## src/rtl/uart_pkg.sv

```systemverilog
// Shared UART definitions: receiver/transmitter state encoding and parity modes.
// Both ends of the link import this package so frame formats stay in lockstep.
package uart_pkg;

  typedef enum logic [2:0] {
    IDLE,
    START,
    DATA,
    PARITY,
    STOP
  } uart_state_e;

  localparam int PARITY_NONE = 0;
  localparam int PARITY_ODD  = 1;
  localparam int PARITY_EVEN = 2;

  // Mode 3 is reserved and behaves exactly like PARITY_NONE.
  function automatic logic parity_enabled(input int mode);
    return (mode == PARITY_ODD) || (mode == PARITY_EVEN);
  endfunction

endpackage

```

## src/rtl/uart_rx_sync.sv

```systemverilog
// Two-flop synchronizer for the asynchronous RX pin plus a registered
// falling-edge detector on the synchronized line.
module uart_rx_sync (
  input  logic rx_clk,
  input  logic rst_n,
  input  logic rx_in,
  output logic rx_s,
  output logic fall_pulse
);

  logic sync1_q, sync1_d;
  logic sync2_q, sync2_d;
  logic prev_q,  prev_d;
  logic fall_q,  fall_d;

  always_comb begin
    sync1_d = rx_in;
    sync2_d = sync1_q;
    prev_d  = sync2_q;
    fall_d  = prev_q & ~sync2_q;
  end

  // Line flops reset to the idle-high level so reset release never looks like an edge.
  always_ff @(posedge rx_clk or negedge rst_n) begin
    if (!rst_n) begin
      sync1_q <= 1'b1;
      sync2_q <= 1'b1;
      prev_q  <= 1'b1;
      fall_q  <= 1'b0;
    end else begin
      // NOTE: non-blocking assignments keep every flop sampling the pre-edge values;
      // blocking here would collapse the synchronizer chain into one stage.
      sync1_q <= sync1_d;
      sync2_q <= sync2_d;
      prev_q  <= prev_d;
      fall_q  <= fall_d;
    end
  end

  assign rx_s       = sync2_q;
  assign fall_pulse = fall_q;

endmodule

```

## src/rtl/uart_rx.sv

```systemverilog
// UART receiver: oversampled start/data/parity/stop frame recovery with a
// one-cycle data_valid strobe and parity/frame error flags.
module uart_rx
  import uart_pkg::*;
#(
  parameter int data_width = 8,
  parameter int test       = 2,
  parameter int stop_width = 1,
  parameter int oversample = 16
) (
  input  logic                  rx_clk,
  input  logic                  rst_n,
  input  logic                  rx_in,
  output logic [data_width-1:0] data_out,
  output logic                  data_valid,
  output logic                  parity_err,
  output logic                  frame_err,
  output logic                  busy
);

  localparam int             CW        = $clog2(oversample);
  localparam logic [CW-1:0]  HALF_LAST = CW'(oversample / 2 - 1);
  localparam logic [CW-1:0]  CNT_LAST  = CW'(oversample - 1);
  localparam logic [3:0]     DATA_LAST = 4'(data_width - 1);
  localparam logic [3:0]     STOP_LAST = 4'(stop_width - 1);
  localparam logic           PAR_EN    = parity_enabled(test);

  logic rx_s;
  logic fall_pulse;

  uart_rx_sync u_sync (
    .rx_clk     (rx_clk),
    .rst_n      (rst_n),
    .rx_in      (rx_in),
    .rx_s       (rx_s),
    .fall_pulse (fall_pulse)
  );

  uart_state_e           state_q,      state_d;
  logic [CW-1:0]         cnt_q,        cnt_d;
  logic [3:0]            bit_idx_q,    bit_idx_d;
  logic [data_width-1:0] shift_q,      shift_d;
  logic                  par_bit_q,    par_bit_d;
  logic                  ferr_stk_q,   ferr_stk_d;
  logic [data_width-1:0] data_out_q,   data_out_d;
  logic                  data_valid_q, data_valid_d;
  logic                  parity_err_q, parity_err_d;
  logic                  frame_err_q,  frame_err_d;
  logic                  busy_q,       busy_d;

  logic exp_par;
  logic at_half;
  logic at_end;

  always_comb begin
    exp_par = (test == PARITY_ODD) ? ~^shift_q : ^shift_q;
    at_half = (cnt_q == HALF_LAST);
    at_end  = (cnt_q == CNT_LAST);

    // NOTE: every _d gets a default before the case so no path leaves a
    // signal unassigned, which would otherwise infer a latch.
    state_d      = state_q;
    cnt_d        = cnt_q;
    bit_idx_d    = bit_idx_q;
    shift_d      = shift_q;
    par_bit_d    = par_bit_q;
    ferr_stk_d   = ferr_stk_q;
    data_out_d   = data_out_q;
    data_valid_d = 1'b0;
    parity_err_d = parity_err_q;
    frame_err_d  = frame_err_q;
    busy_d       = busy_q;

    unique case (state_q)
      IDLE: begin
        if (fall_pulse) begin
          state_d = START;
          cnt_d   = '0;
          busy_d  = 1'b1;
        end
      end

      START: begin
        cnt_d = cnt_q + CW'(1);
        if (at_half) begin
          cnt_d     = '0;
          bit_idx_d = '0;
          if (!rx_s) begin
            state_d = DATA;
          end else begin
            state_d = IDLE;
            busy_d  = 1'b0;
          end
        end
      end

      DATA: begin
        cnt_d = cnt_q + CW'(1);
        if (at_end) begin
          cnt_d     = '0;
          shift_d   = (shift_q >> 1) | (data_width'(rx_s) << (data_width - 1));
          bit_idx_d = bit_idx_q + 4'd1;
          if (bit_idx_q == DATA_LAST) begin
            bit_idx_d = '0;
            state_d   = PAR_EN ? PARITY : STOP;
          end
        end
      end

      PARITY: begin
        cnt_d = cnt_q + CW'(1);
        if (at_end) begin
          cnt_d     = '0;
          par_bit_d = rx_s;
          state_d   = STOP;
        end
      end

      STOP: begin
        cnt_d = cnt_q + CW'(1);
        if (at_end) begin
          cnt_d = '0;
          if (bit_idx_q == STOP_LAST) begin
            // Deliver mid-stop-bit so a back-to-back start edge is still seen.
            data_out_d   = shift_q;
            parity_err_d = PAR_EN && (par_bit_q != exp_par);
            frame_err_d  = ferr_stk_q | ~rx_s;
            data_valid_d = 1'b1;
            ferr_stk_d   = 1'b0;
            bit_idx_d    = '0;
            busy_d       = 1'b0;
            state_d      = IDLE;
          end else begin
            ferr_stk_d = ferr_stk_q | ~rx_s;
            bit_idx_d  = bit_idx_q + 4'd1;
          end
        end
      end

      default: begin
        state_d = IDLE;
        busy_d  = 1'b0;
      end
    endcase
  end

  // NOTE: the shift register is reset along with everything else; it is a
  // handful of flops, not a memory, and a clean start state is cheap here.
  always_ff @(posedge rx_clk or negedge rst_n) begin
    if (!rst_n) begin
      state_q      <= IDLE;
      cnt_q        <= '0;
      bit_idx_q    <= '0;
      shift_q      <= '0;
      par_bit_q    <= 1'b0;
      ferr_stk_q   <= 1'b0;
      data_out_q   <= '0;
      data_valid_q <= 1'b0;
      parity_err_q <= 1'b0;
      frame_err_q  <= 1'b0;
      busy_q       <= 1'b0;
    end else begin
      state_q      <= state_d;
      cnt_q        <= cnt_d;
      bit_idx_q    <= bit_idx_d;
      shift_q      <= shift_d;
      par_bit_q    <= par_bit_d;
      ferr_stk_q   <= ferr_stk_d;
      data_out_q   <= data_out_d;
      data_valid_q <= data_valid_d;
      parity_err_q <= parity_err_d;
      frame_err_q  <= frame_err_d;
      busy_q       <= busy_d;
    end
  end

  assign data_out   = data_out_q;
  assign data_valid = data_valid_q;
  assign parity_err = parity_err_q;
  assign frame_err  = frame_err_q;
  assign busy       = busy_q;

endmodule

```

## config.mk

```make
export PLATFORM = sky130hd
export DESIGN_NAME = uart_rx
export DESIGN_NICKNAME = d
export VERILOG_FILES = /design/src/rtl/uart_pkg.sv /design/src/rtl/uart_rx_sync.sv /design/src/rtl/uart_rx.sv
export SDC_FILE = /design/constraint.sdc
export NUM_CORES = 1
export LEC_CHECK = 0
export CORE_ASPECT_RATIO = 1.25
export CORE_MARGIN = 2
export CORE_UTILIZATION = 40
export DETAILED_ROUTE_END_ITERATION = 12
export PLACE_DENSITY_LB_ADDON = 0.15
export SLEW_MARGIN = 20
export SYNTH_ARGS = -nofsm -noshare
export SYNTH_HDL_FRONTEND = slang
export SYNTH_SLANG_ARGS = --single-unit
```

## constraint.sdc

```tcl
create_clock -name rx_clk -period 5.5 [get_ports rx_clk]
set_input_delay 1.1 -clock rx_clk [delete_from_list [all_inputs] [get_ports rx_clk]]
set_output_delay 1.1 -clock rx_clk [all_outputs]
set_load 0.02 [all_outputs]
```

==> impl_metrics.env, run 1 <==
export IMPL_grtUsageTotal_pct=16.1
export IMPL_critPathRequiredTime_ps=4400
export IMPL_rr_worst_depth=3
export IMPL_path_clk_slew_ps=80
export IMPL_rsz0062_at_grt="false"
export IMPL_cts_buffers_inserted=5
export IMPL_area_growth_pct=12.6
export IMPL_synth_top_area_share_pct=44.0
export IMPL_drcViolationCount=0
export IMPL_crit_type="reg -> out"
export IMPL_vias_per_cell=5.54
export IMPL_setup_ws_ps=3110
export IMPL_postSynthCellCount=180
export IMPL_worstReg2RegEnd="data_out[7]"
export IMPL_cp_num_buf_inv=1
export IMPL_synth_area_sq_mm=0.00193
export IMPL_io_pins=15
export IMPL_drive_gt1_share_pct=17.3
export IMPL_chipWidth_um=66.2
export IMPL_reg2reg_from="state_q[2]"
export IMPL_slew_violations=0
export IMPL_end_kind="output pin"
export IMPL_peakVddDrop_mv=0.209
export IMPL_leakagePower_nw=0.998
export IMPL_synth_nets=186
export IMPL_route_antenna_remaining_nets=0
export IMPL_grt_first_pass_wirelength_mm=6.56
export IMPL_wl_mm=3.83
export IMPL_hold_path_class="reg -> reg"
export IMPL_synth_warning_count=0
export IMPL_final_cell_mix="34 x dfrtp_1, 15 x mux2_2, 13 x clkdlybuf4s50_1"
export IMPL_post_drt_wl_per_cell_um=15.3
export IMPL_ys_ff_latch=37
export IMPL_globalplace_congestion=0.799
export IMPL_synth_top_area_cell="dfrtp_1"
export IMPL_cap_viol_max_count=0
export IMPL_synth_edf_count=0
export IMPL_worst_pin_slew_ps=817
export IMPL_layout_nets=196
export IMPL_dieArea_sq_mm=0.00541
export IMPL_syn_area_per_cell_sq_um=10.7
export IMPL_yosys_most_used_dff="dfrtp_1"
export IMPL_slowest_stage="clkdlybuf4s50_1"
export IMPL_grt_pass1_vias=1381
export IMPL_cts_tree="built"
export IMPL_crit_fanout=3
export IMPL_die_h_um=81.7
export IMPL_fin_crit_sh_pct=43.5
export IMPL_fin_crit_ps=2390
export IMPL_ys_top_cells_by_area="dfrtp_1 44%, mux2_2 8.7%, dfstp_2 4.1%, mux2_4 3.1%, a21oi_1 2.3%"
export IMPL_antenna_cells=0
export IMPL_cts_buffer_depth=2
export IMPL_start_util_pct=41.2
export IMPL_p_per_area_mw_per_mm2=424
export IMPL_status="complete, no violations"
export IMPL_final_common_cell="dfrtp_1"
export IMPL_async_flop_share_pct=100
export IMPL_crit_family="buffers and inverters"
export IMPL_setup_violations_final=0
export IMPL_overflow=0
export IMPL_clock_fmax_mhz=418
export IMPL_r2r_setup_slack_ps=3210
export IMPL_min_delay_start="u_sync.sync1_q"
export IMPL_core_area_sq_mm=0.00469
export IMPL_cts_resized=0
export IMPL_vias=1390
export IMPL_max_stage_delay_ps=620
export IMPL_rows=28
export IMPL_clock_latency_ps=290
export IMPL_dp_slack_ps=3240
export IMPL_antenna_found_initial=0
export IMPL_dp_hpwl_mm=2.65
export IMPL_cts_root_buf="clkbuf_8"
export IMPL_yosysSeqAreaShare_pct=48.1
export IMPL_critical_path_arrival_ps=1290
export IMPL_grt_max_degree=38
export IMPL_cts_setup_buffers=0
export IMPL_clock_sinks=37
export IMPL_cts_hold_buf=0
export IMPL_slew_headroom_pct=45.5
export IMPL_portBuffers=14
export IMPL_start_kind="flip-flop"
export IMPL_h_tree_depth=2
export IMPL_hold_violations=0
export IMPL_drtIter0Drc=47
export IMPL_worstSetupStartpoint="busy"
export IMPL_ys_types=47
export IMPL_cp_cell_sequence="clkdlybuf4s50_1"
export IMPL_setup_tns_ps=0
export IMPL_hold_path_endpoint="u_sync.rx_s"
export IMPL_min_path_cells=0
export IMPL_fin_skew_ps=3.64
export IMPL_firstDrtPassIters=4
export IMPL_utilization_pct=46.4
==> cell usage after synthesis, types with 2 or more instances <==
cell type  instances
dfstp_2            3
o21a_1             2
a211oi_1           3
dfrtp_1           34
and3_1             2
nand3b_1           4
o211ai_1           3
xor2_1             2
xnor2_1            5
a21o_1             3
clkbuf_1           6
a21oi_1            9
nor3_1             2
o21ai_0            9
o2111ai_1          2
nand3_1            3
nand2_1           11
ha_1               3
and2_1             3
or3b_1             2
nor4_1             2
nor2b_1            4
buf_2              3
nor2_1             8
inv_1              9
mux2_4             4
nor3b_1            3
a31oi_1            2
a22oi_1            2
mux2_2            15
==> power by group <==
part | leakage (nW) | switching, mW | internal (mW)
Sequential | 0.492 | 0.0851 | 0.312
Clock | 0.0439 | 0.101 | 0.0875
Combinational | 0.462 | 0.186 | 0.152
Total | 0.998 | 0.372 | 0.551
==> registers in the layout (all words and copies together) (netlist names) <==
signal             cells
bit_idx_q              4
busy                   1
cnt_q                  4
data_out               8
data_valid             1
ferr_stk_q             1
frame_err              1
par_bit_q              1
parity_err             1
shift_q                8
state_q                3
u_sync.fall_pulse      1
u_sync.prev_q          1
u_sync.rx_s            1
u_sync.sync1_q         1
==> per-layer routing <==
metal / GRT usage [%] / part of all wire, % / vias to the layer above
li1: - / - / 664
met1: 17.9 / 42 / 689
met2: 29.0 / 53 / 31
met3: 4.11 / 3.5 / 6
met4: 6.94 / 1.6 / 0
met5: 0 / 0 / -
==> worst max path at each step <==
| stage | to | cells past startpoint |
|---|---|---|
| 4_1_cts | busy | 1 |
| 3_3_place_gp | data_out[1] | 3 |
| 5_1_grt | busy | 1 |
| 3_5_place_dp | data_out[1] | 3 |
| 2_1_floorplan | data_out[0] | 7 |
| 6_report | busy | 1 |
==> cell type report <==
cell class	count	area [sq um]
Sequential cell	37	930
Fill cell	464	2520
Clock inverter	3	17.5
Multi-Input combinational cell	123	917
Tap cell	60	75.1
Inverter	9	33.8
Timing Repair Buffer	14	135
Clock buffer	5	68.8
==> logic make-up (layout without fill, tap and decap cells) <==
logic type	Yosys count	count (layout)	share of synthesized area, %
buffers and inverters	20	31	4.47
xor gates and xnor gates	8	8	4.34
adders and majority gates	3	3	1.94
AOI/OAI and AO/OA	42	42	14.3
muxes	20	20	12.4
DFF	37	37	48.1
and+or+nand+nor	50	50	14.5
==> through the flow <==
step	total power, mW	instance area (sq um)	cells	hold WS, ps
after floorplan	0.659	1930	180	345
after global placement	0.722	2090	243	347
after detailed placement	0.738	2090	243	353
after CTS	0.930	2180	251	365
after global routing	0.994	2180	251	368
final	0.924	2180	251	362
No activity file was read; power rests on OpenSTA's default activity.
==> run 2: changes to the inputs <==
clock period = 2.4 ns   (was 5.5 ns; I/O delays follow)
==> run 2 against run 1 <==
  * Clock power rose to 2.9 times the previous value
  * Count of clock-buffer cells in the layout rose by 1
  * Non-clock buffer count grew 6
  * Sequential power rose by 100%
  * Setup slack got worse by 2900 ps
  * Critical path depth is 4 higher
  * Clock skew is 0.52 ps higher
  * Final area up 3.2%
  * Sequential share of layout area shrank 1.3 points
  * First-iteration DRC count down 23%
  * Via count grew 1.6%
==> impl_metrics.env, run 2 (synthesis gave the netlist of run 1 again) <==
export IMPL_crit_fanout=14
export IMPL_drive_gt1_share_pct=19.3
export IMPL_grt_first_pass_wirelength_mm=6.90
export IMPL_route_antenna_remaining_nets=0
export IMPL_setup_tns_ps=0
export IMPL_io_pins=15
export IMPL_wl_mm=3.90
export IMPL_power_frac_comb_pct=41.4
export IMPL_fin_crit_ps=2170
export IMPL_worst_pin_slew_ps=817
export IMPL_grtUsageTotal_pct=17.0
export IMPL_cts_hold_buf=0
export IMPL_rows=28
export IMPL_status="complete, no violations"
export IMPL_power_frac_seq_pct=35.2
export IMPL_final_cell_mix="34 x dfrtp_1, 15 x mux2_2, 13 x clkdlybuf4s50_1"
export IMPL_clock_fmax_mhz=460
export IMPL_chipWidth_um=66.2
export IMPL_path_clk_slew_ps=80
export IMPL_fin_crit_sh_pct=90.6
export IMPL_setup_violations_final=0
export IMPL_die_h_um=81.7
export IMPL_cts_buffer_depth=2
export IMPL_p_sw_share_pct=37.8
export IMPL_cts_tree="built"
export IMPL_start_kind="flip-flop"
export IMPL_clock_latency_ps=290
export IMPL_p_per_area_mw_per_mm2=1030
export IMPL_h_tree_depth=2
export IMPL_cts_resized=0
export IMPL_cts_setup_buffers=0
export IMPL_dieArea_sq_mm=0.00541
export IMPL_p_total_mw=2.30
export IMPL_utilization_pct=47.9
export IMPL_cap_viol_max_count=0
export IMPL_fin_skew_ps=4.16
export IMPL_holdWs_ps=278
export IMPL_setup_ws_ps=226
export IMPL_area_growth_pct=16.2
export IMPL_dp_hpwl_mm=2.79
export IMPL_dp_slack_ps=255
export IMPL_portBuffers=14
export IMPL_core_area_sq_mm=0.00469
export IMPL_drtIter0Drc=36
export IMPL_clkPwrFrac_pct=23.4
export IMPL_drcViolationCount=0
export IMPL_internal_power_mw=1.43
export IMPL_critPathRequiredTime_ps=2570
export IMPL_leakagePower_nw=1.04
export IMPL_antenna_found_initial=0
export IMPL_final_common_cell="dfrtp_1"
export IMPL_slew_headroom_pct=45.6
export IMPL_start_util_pct=41.2
export IMPL_vias=1412
export IMPL_grt_pass1_vias=1467
export IMPL_crit_type="reg -> reg"
export IMPL_rsz0062_at_grt="false"
export IMPL_firstDrtPassIters=4
export IMPL_hold_path_class="in -> async"
export IMPL_antenna_cells=0
export IMPL_post_drt_wl_per_cell_um=15.2
export IMPL_critical_path_arrival_ps=2350
export IMPL_end_kind="flip-flop"
export IMPL_hold_violations=0
export IMPL_fillers=462
export IMPL_layout_nets=202
export IMPL_slew_violations=0
export IMPL_cts_buffers_inserted=5
export IMPL_grt_max_degree=38
export IMPL_peakVddDrop_mv=0.512
export IMPL_globalplace_congestion=0.838
export IMPL_vias_per_cell=5.49
export IMPL_overflow=0
export IMPL_cts_root_buf="clkbuf_8"
export IMPL_clock_sinks=37
export IMPL_p_sw_mw=0.871
-- run 2: critical path: stages (launching register included) --
cell and delay, ps:
dfrtp_1 420, inv_1 100, ha_1 140, or3b_1 400
or3_1 600, mux2_4 400
-- run 2: area by class of cell --
cell class | instances | area, sq um | area share [%]
multi-input combinational | 123 | 917 | 40.8
timing repair buffer | 20 | 180 | 8.02
clock buffer | 6 | 72.6 | 3.23
tap | 60 | 75.1 | 3.34
sequential | 37 | 930 | 41.4
inverter | 9 | 33.8 | 1.50
clock inverter | 2 | 38.8 | 1.73
-- run 2: layer usage --
| layer | share of wire [%] | up-vias | wire (um) | global-route usage (%) |
|---|---|---|---|---|
| met2 | 51 | 23 | 1980 | 30.8 |
| met3 | 3.4 | 4 | 134 | 3.70 |
| met5 | 0 | - | 0 | 0 |
| met1 | 44 | 712 | 1730 | 19.8 |
| met4 | 1.4 | 0 | 55 | 5.51 |
| li1 | - | 673 | - | - |
-- run 2: metrics by stage --
stage                     cell area (sq um)  cells
after CTS                              2250    257
after global placement                 2140    249
after global routing                   2250    257
after detailed placement               2140    249
after floorplan                        1930    180
final                                  2250    257
-- run 2: final timing paths --
check | startpoint | endpoint | slack (ps) | cells past startpoint
worst max-delay path | bit_idx_q[1] | data_out[7] | 230 | 5
worst min-delay path | rst_n | cnt_q[1] | 280 | 1
worst max register to register | bit_idx_q[1] | data_out[7] | 230 | 5
worst min register to register | u_sync.sync1_q | u_sync.rx_s | 360 | 0
max in group asynchronous | rst_n | bit_idx_q[0] | 1610 | 1
min in group rx_clk | u_sync.sync1_q | u_sync.rx_s | 360 | 0
-- run 2: power groups by stage --
stage	combinational (mW)	clock [mW]	sequential, mW
final	0.954	0.539	0.811
after global routing	1.08	0.577	0.829
after CTS	0.952	0.555	0.811
after detailed placement	0.948	0	0.823
after global placement	0.927	0	0.815
after floorplan	0.713	0	0.798
